--- src/rtl/mips_reg_file_pkg.sv ---
// Shared constants and the write-address decoder for the MIPS register file.
// Latency: none (package only).
// Backpressure: none (package only).
package mips_reg_file_pkg;

    localparam int NUM_REGS         = 32;
    localparam int REG_ADDR_W       = 5;
    localparam int REG_ZERO         = 0;
    localparam int REG_SP           = 29;
    localparam int SP_RESET_DEFAULT = 252;

    // Decode a register index into one-hot write enables for the storage entries.
    // Entry 0 has no storage, so its enable bit is simply not produced and a
    // write to index 0 selects nothing.
    function automatic logic [NUM_REGS-1:1] decode_onehot(input logic [REG_ADDR_W-1:0] idx);
        logic [NUM_REGS-1:1] dec;
        dec = '0;
        for (int k = 1; k < NUM_REGS; k++) begin
            dec[k] = (idx == REG_ADDR_W'(k));
        end
        return dec;
    endfunction

endpackage

--- src/rtl/mips_reg_file_en_reg.sv ---
// Enabled register with synchronous clear-to-INIT; one storage entry of the file.
// Latency: q_o reflects d_i one cycle after an enabled edge.
// Backpressure: none; reset wins over enable.
module rf_en_reg #(
    parameter int             W    = 32,
    parameter logic [W-1:0]   INIT = '0
) (
    input  logic         clk,
    input  logic         reset,
    input  logic         en_i,
    input  logic [W-1:0] d_i,
    output logic [W-1:0] q_o
);

    logic [W-1:0] q_q;
    logic [W-1:0] q_d;

    // Hold unless enabled.
    always_comb begin
        q_d = q_q;
        if (en_i) begin
            q_d = d_i;
        end
    end

    // State register; reset takes priority over any write in the same cycle.
    always_ff @(posedge clk) begin
        if (reset) begin
            q_q <= INIT;
        end else begin
            q_q <= q_d;
        end
    end

    assign q_o = q_q;

endmodule

--- src/rtl/mips_reg_file.sv ---
// 32 x N register file: one synchronous write port, two combinational read ports.
// Latency: writes visible right after the edge; reads are zero-cycle, no bypass.
// Backpressure: none; every write is accepted, reset discards a coincident write.
module mips_reg_file
    import mips_reg_file_pkg::*;
#(
    parameter int N        = 32,
    parameter int SP_RESET = SP_RESET_DEFAULT   // byte address, keep word aligned
) (
    input  logic                  clk,
    input  logic                  reset,
    input  logic                  Reg_Write_i,
    input  logic [REG_ADDR_W-1:0] Write_Register_i,
    input  logic [N-1:0]          Write_Data_i,
    input  logic [REG_ADDR_W-1:0] Read_Register_1_i,
    input  logic [REG_ADDR_W-1:0] Read_Register_2_i,
    output logic [N-1:0]          Read_Data_1_o,
    output logic [N-1:0]          Read_Data_2_o
);

    logic [NUM_REGS-1:1]         wr_en;
    logic [NUM_REGS-1:0][N-1:0]  reg_val;

    // Gate the decoded write address with the write enable.
    always_comb begin
        wr_en = '0;
        if (Reg_Write_i) begin
            wr_en = decode_onehot(Write_Register_i);
        end
    end

    // Register 0 is a constant, not storage.
    assign reg_val[REG_ZERO] = '0;

    genvar k;
    generate
        for (k = 1; k < NUM_REGS; k++) begin : g_regs
            localparam logic [N-1:0] INIT_VAL = (k == REG_SP) ? N'(SP_RESET) : '0;
            rf_en_reg #(
                .W    (N),
                .INIT (INIT_VAL)
            ) u_reg (
                .clk   (clk),
                .reset (reset),
                .en_i  (wr_en[k]),
                .d_i   (Write_Data_i),
                .q_o   (reg_val[k])
            );
        end
    endgenerate

    // Two independent 32:1 read muxes; no forwarding of the in-flight write.
    always_comb begin
        Read_Data_1_o = reg_val[Read_Register_1_i];
        Read_Data_2_o = reg_val[Read_Register_2_i];
    end

endmodule

--- config.mk ---
export PLATFORM = sky130hd
export DESIGN_NAME = mips_reg_file
export DESIGN_NICKNAME = d
export VERILOG_FILES = /design/src/rtl/mips_reg_file_pkg.sv /design/src/rtl/mips_reg_file_en_reg.sv /design/src/rtl/mips_reg_file.sv
export SDC_FILE = /design/constraint.sdc
export NUM_CORES = 2
export LEC_CHECK = 0
export BUFFER_PORTS_ARGS = -buffer_cell sky130_fd_sc_hd__buf_4
export CORE_MARGIN = 10
export CORE_UTILIZATION = 60
export CTS_BUF_LIST = sky130_fd_sc_hd__clkbuf_4
export DETAILED_ROUTE_END_ITERATION = 12
export GPL_ROUTABILITY_DRIVEN = 0
export PLACE_DENSITY_LB_ADDON = 0.05
export SLEW_MARGIN = 10
export SYNTH_ARGS = -nofsm -noshare
export SYNTH_HDL_FRONTEND = slang
export SYNTH_SLANG_ARGS = --single-unit
--- constraint.sdc ---
create_clock -name clk -period 6 [get_ports clk]
set_input_delay 1.5 -clock clk [delete_from_list [all_inputs] [get_ports clk]]
set_output_delay 1.5 -clock clk [all_outputs]
set_load 0.05 [all_outputs]
Yosys cells after proc, flatten, opt, wreduce, memory -nomap -nowiden --
Index checks and enable logic that the tools add are counted.
Operators by class: magnitude comparators 2, mux-type cells 5, eq/ne operators 31
Operators with widths (number):
- 32-bit binary-select mux with 5-bit select | 2
- 5-bit equality test, second input constant | 16
- 32-bit 2-to-1 mux | 2
- 5-bit by 4-bit equality test with 1-bit output, second input constant | 8
- 31-bit 2-to-1 mux | 1
- 5-bit by 3-bit equality test with 1-bit output, second input constant | 4
- 5-bit by 6-bit < comparator with 1-bit output, second input constant | 2
- 5-bit by 2-bit equality test with 1-bit output, second input constant | 2
- 5-bit by 1-bit equality test with 1-bit output, second input constant | 1
Word-level totals: register bits after elaboration 992

Logic depth before layout (Yosys ltp) --
depth after elaboration 2, depth in mapped cells 8, depth with buffers taken out 4

By module --
From an unflattened synthesis, not the netlist that was laid out.
Second synthesis, totals: cells, all modules 4653, area total of the unflattened synthesis 52374.0 µm²
Modules (own cells, without submodules):
- rf_en_reg (g_regs[10].u_reg ...) | area each 1163.6 µm², times used 30, cells each 103
- mips_reg_file | area each 16296.9 µm², times used 1, cells each 1460
- rf_en_reg (g_regs[29].u_reg) | area each 1168.6 µm², times used 1, cells each 103

Least setup slack after synthesis --
Ideal clock, no wire load.
kind input port to output port, start point input port Read_Register_1_i[2], end point output port Read_Data_1_o[19], arrival 3.964 ns, slack 0.536 ns, data required time 4.500 ns, stages on the path 7, path buffers 3, cells stage by stage clkbuf_1 -> clkbuf_1 -> buf_1 -> mux4_2 -> mux2i_1 -> and2_1 -> o31ai_1
Between the ends: longest elaborated chain between the ends 2
RTL lines:
- from (decl) | line mips_reg_file.sv:15 | input logic [REG_ADDR_W-1:0] Read_Register_1_i,
- 32-bit binary-select mux with 5-bit select | line mips_reg_file.sv:54 | Read_Data_1_o = reg_val[Read_Register_1_i];
- 32-bit 2-to-1 mux (not written as such) | line mips_reg_file.sv:54
- to (decl) | line mips_reg_file.sv:17 | output logic [N-1:0] Read_Data_1_o,
No other way between the ends. The select of a mux whose other input is x is not followed.

Worst setup path in the final report --
start point input port Read_Register_2_i[0], end point output port Read_Data_2_o[22]
Between the ends: longest elaborated chain between the ends 2
RTL lines:
- from (decl) | line mips_reg_file.sv:16 | input logic [REG_ADDR_W-1:0] Read_Register_2_i,
- 32-bit binary-select mux with 5-bit select | line mips_reg_file.sv:55 | Read_Data_2_o = reg_val[Read_Register_2_i];
- 32-bit 2-to-1 mux (not written as such) | line mips_reg_file.sv:55
- to (decl) | line mips_reg_file.sv:18 | output logic [N-1:0] Read_Data_2_o
No other way between the ends. The select of a mux whose other input is x is not followed.

==> impl_summary.txt <==
----------------------------------------------------
[Worst setup path]
  Critical-path top delay cell ... nor2b_4
  Arr. time, crit path ... slightly above 4 ns
  List of cells traversed by the critical path ... buf_8 -> nor2b_4 -> buf_4 -> a22o_1 -> mux4_2 -> mux2_2 -> buf_4
  Critical Path Source Type ... input pin
  Most frequent cell on the critical path ... buf_4
  Critical Path Max Stage Delay ... about 0.83 ns
  Maximum fanout along the worst path ... 37
  Endpoint kind of the worst setup timing path ... output port
  Worst setup path class ... in -> out
  Crit path required time ... ~4.5 ns

[Layout]
  Nets ... roughly 5600
  Number of flip-flops in the largest register ... just under 1000
  Filler-free cell count of the finished design ... 6827
  Layout filler cell count ... 6950
  Final std cell area, no fill ... around 55000 sq um
  Share of layout cells above drive strength 1 ... a little under a quarter
  Core utilization of the finished layout ... between 60% and 70%
  Area growth from synthesis to final layout ... 9.71%

[GRT]
  Total grt overflow ... 0
  Largest net degree at the start of global routing ... 152
  Initial antenna violation count ... 18
  Via count of the first global-routing pass ... around 44000
  Total global-route track usage ... 41.5%
  Global-route wire length before repair ... a little under 300000 um

[Route]
  Detailed Route Iter0 Violations ... around 7400
  DRC Markers ... 0
  Post-route antenna net violation count ... 0
  Total number of vias ... roughly 47000
  Routed vias/inst ... 6.82
  Routed length per placed instance ... 29.6 um
  Total wire length ... roughly 200000 um
  Total iterations of the first detailed-routing run ... 6

[Logic synthesis]
  Most numerous cell types in the synthesized netlist ... nand2_1 (2017), dfxtp_1 (992), a21oi_1 (986)
  Post-synthesis net count ... about 5700
  Count of warnings emitted by yosys ... 0
  Post-synth ARST share ... 0%
  Most used flip-flop cell after synthesis ... dfxtp_1
  Number of synthesized flops with an enable pin ... 0
  Synth Area per Inst ... ~8.9 sq um
  Post-synthesis register bit count ... ~990
  Sequential fraction of the synthesis area ... between 30% and 40%
  Post-synthesis cell area ... 50200 sq um
  Library cell with the highest instance count after synthesis ... nand2_1
  Largest area contributor in the netlist ... dfxtp_1
  Area contributors post-synth ... dfxtp_1 (40%), mux4_2 (22%), nand2_1 (15%), a21oi_1 (9.8%), clkbuf_1 (3.3%)
  Cell variety after synth ... 31
  Share of the synthesized area in the top cell type ... 39.5%
  Number of instances in the synthesized netlist ... between 5000 and 6000

[Power]
  Leakage power ... between 15 and 20 nW
  Clock network fraction of design power ... between 40% and 50%
  Sw Share ... between 20 and 30%
  Share of total power in combinational logic ... 8.7%
  Switching pwr ... 3.78 mW
  Part of the total power dissipated in sequential elements ... 47.9%
  Power per cell area ... between 200 and 300 nW/um^2
  Peak supply drop ... approximately 0.20 mV
  Total internal power ... approximately 10 mW

[Place]
  Number of instances in the placed design ... approximately 6400
  Count of port buffers added during placement ... approximately 110
  HPWL after detailed placement ... between 100000 and 150000 um
  Post-detailed-placement cell area ... just over 50000 sq um

[STA]
  Setup skew after layout ... 0 ns
  Final hold slack ... approximately 0.46 ns
  Fin crit share ... 92.1%
  Final Max Tran Viols ... 0
  RSZ-0062 raised after global routing ... false
  Fin Setup TNS ... 0 ns
  Final critical path time including I/O delays and setup ... about 5.5 ns
  Transition time of the tightest slew-check pin ... ~1.5 ns
  Hold Vio Cnt, Final ... 0
  Final setup violation count ... 0
  Achievable frequency ... about 180 MHz
  Max-Slew Margin vs Limit ... 0.548%

[Floorplan]
  Initial core utilization ... between 60% and 70%
  Die width ... 309 um
  Full die area ... ~96000 sq um
  Chip Height ... around 310 um
  Core outline area ... 83300 sq um
  Number of cell rows ... 106
  Number of top-level pins ... approximately 110

[CTS]
  Cell chosen for the clock root ... clkbuf_4
  Clock network latency to the later pin of the worst-skew pair ... ~1.1 ns
  # resized after CTS ... 0
  Num Clock Sinks ... approximately 990
  Clock transition at the register clock pins on the worst setup and hold paths after CTS ... about 0.06 ns
  Post-CTS setup-driven buffer insertion count ... 0
  Max Root-Sink Buffers ... 4
  Hold bufs inserted after CTS ... 0
  CTS Buf Count ... 283
  CTS HTree Levels ... 5
  Clock tree from TritonCTS ... yes

[Status]
  Violations in the final reports ... max-capacitance violations
  Status ... finished with violations

[Run]
  Number of violations of the max-capacitance limit ... 1

[Hold path]
  Worst hold path type ... reg -> reg

----------------------------------------------------
cell type report:
| type | count | area [sq um] | area share (%) |
|---|---|---|---|
| Clock buffer | 412 | 3090 | 5.61 |
| Sequential cell | 992 | 19900 | 36.0 |
| Timing Repair Buffer | 271 | 2440 | 4.43 |
| Antenna cell | 14 | 35.0 | 0.0636 |
| Clock inverter | 32 | 148 | 0.268 |
| Inverter | 1 | 3.75 | 0.00681 |
| Multi-Input combinational cell | 4025 | 28200 | 51.1 |
| Tap cell | 1080 | 1350 | 2.45 |
path summary, 6_finish.rpt:
check	from	endpoint	slack (ns)	cells past startpoint
hold / removal	g_regs[30].u_reg.q_o[12]	g_regs[30].u_reg.q_o[12]	0.46	2
setup reg to reg	g_regs[20].u_reg.q_o[11]	g_regs[20].u_reg.q_o[11]	5.26	2
setup / recovery	Read_Register_2_i[0]	Read_Data_2_o[22]	0.47	7
hold reg to reg	g_regs[30].u_reg.q_o[12]	g_regs[30].u_reg.q_o[12]	0.46	2
worst max-delay path, delay by kind of cell:
kind,cells,cell delay [ns]
buf+inv,3,0.94
simple gates,1,0.83
mux,2,0.48
compound gates,1,0.23
cells by family after synthesis:
group           Yosys count  share of synthesized area [%]
simple gates           2111                           16.3
compound gates         1242                           13.7
flops                   992                           39.5
mux                     672                           25.6
buf+inv                 601                           4.88
per-stage QoR:
stage / total power, mW / setup slack [ns]
final: 13.9 / 0.472
after global routing: 14.3 / 0.437
after CTS: 13.9 / 0.512
after detailed placement: 7.98 / 0.520
after global placement: 7.97 / 0.552
after floorplan: 7.56 / 0.536
cell usage in the layout, fill, tap and decap left out, types with 5 or more instances in the layout:
cell type / synthesis / final
a211oi_1: 32 / 32
a21oi_1: 986 / 986
a22o_1: 128 / 128
and2_1: 40 / 33
and2_2: 0 / 16
buf_12: 0 / 29
buf_4: 20 / 236
buf_8: 0 / 5
clkbuf_4: 0 / 412
clkinv_1: 0 / 25
dfxtp_1: 992 / 992
diode_2: 0 / 14
inv_2: 0 / 6
mux2_2: 96 / 96
mux2i_1: 96 / 96
mux4_2: 480 / 480
nand2_1: 2017 / 1985
nand2_2: 0 / 32
nand3b_1: 6 / 6
nor2_4: 0 / 13
o21ai_0: 32 / 32
o22ai_1: 32 / 32
o31ai_1: 32 / 32
per-layer routing:
layer | global-route usage, % | vias to the layer above | share of wire (%)
met5 | 0 | - | 0.045
met4 | 24.1 | 14 | 6.1
met3 | 16.1 | 788 | 17
met2 | 57.1 | 3851 | 41
met1 | 55.1 | 22200 | 36
li1 | - | 19700 | -
power groups by stage:
| stage | combinational [mW] | clock (mW) | sequential [mW] |
|---|---|---|---|
| after floorplan | 0.758 | 0 | 6.80 |
| after global placement | 1.15 | 0 | 6.82 |
| after detailed placement | 1.16 | 0 | 6.82 |
| after CTS | 1.16 | 6.05 | 6.67 |
| after global routing | 1.23 | 6.40 | 6.67 |
| final | 1.20 | 6.05 | 6.67 |
Note: power is estimated with default switching activity, not from simulation.
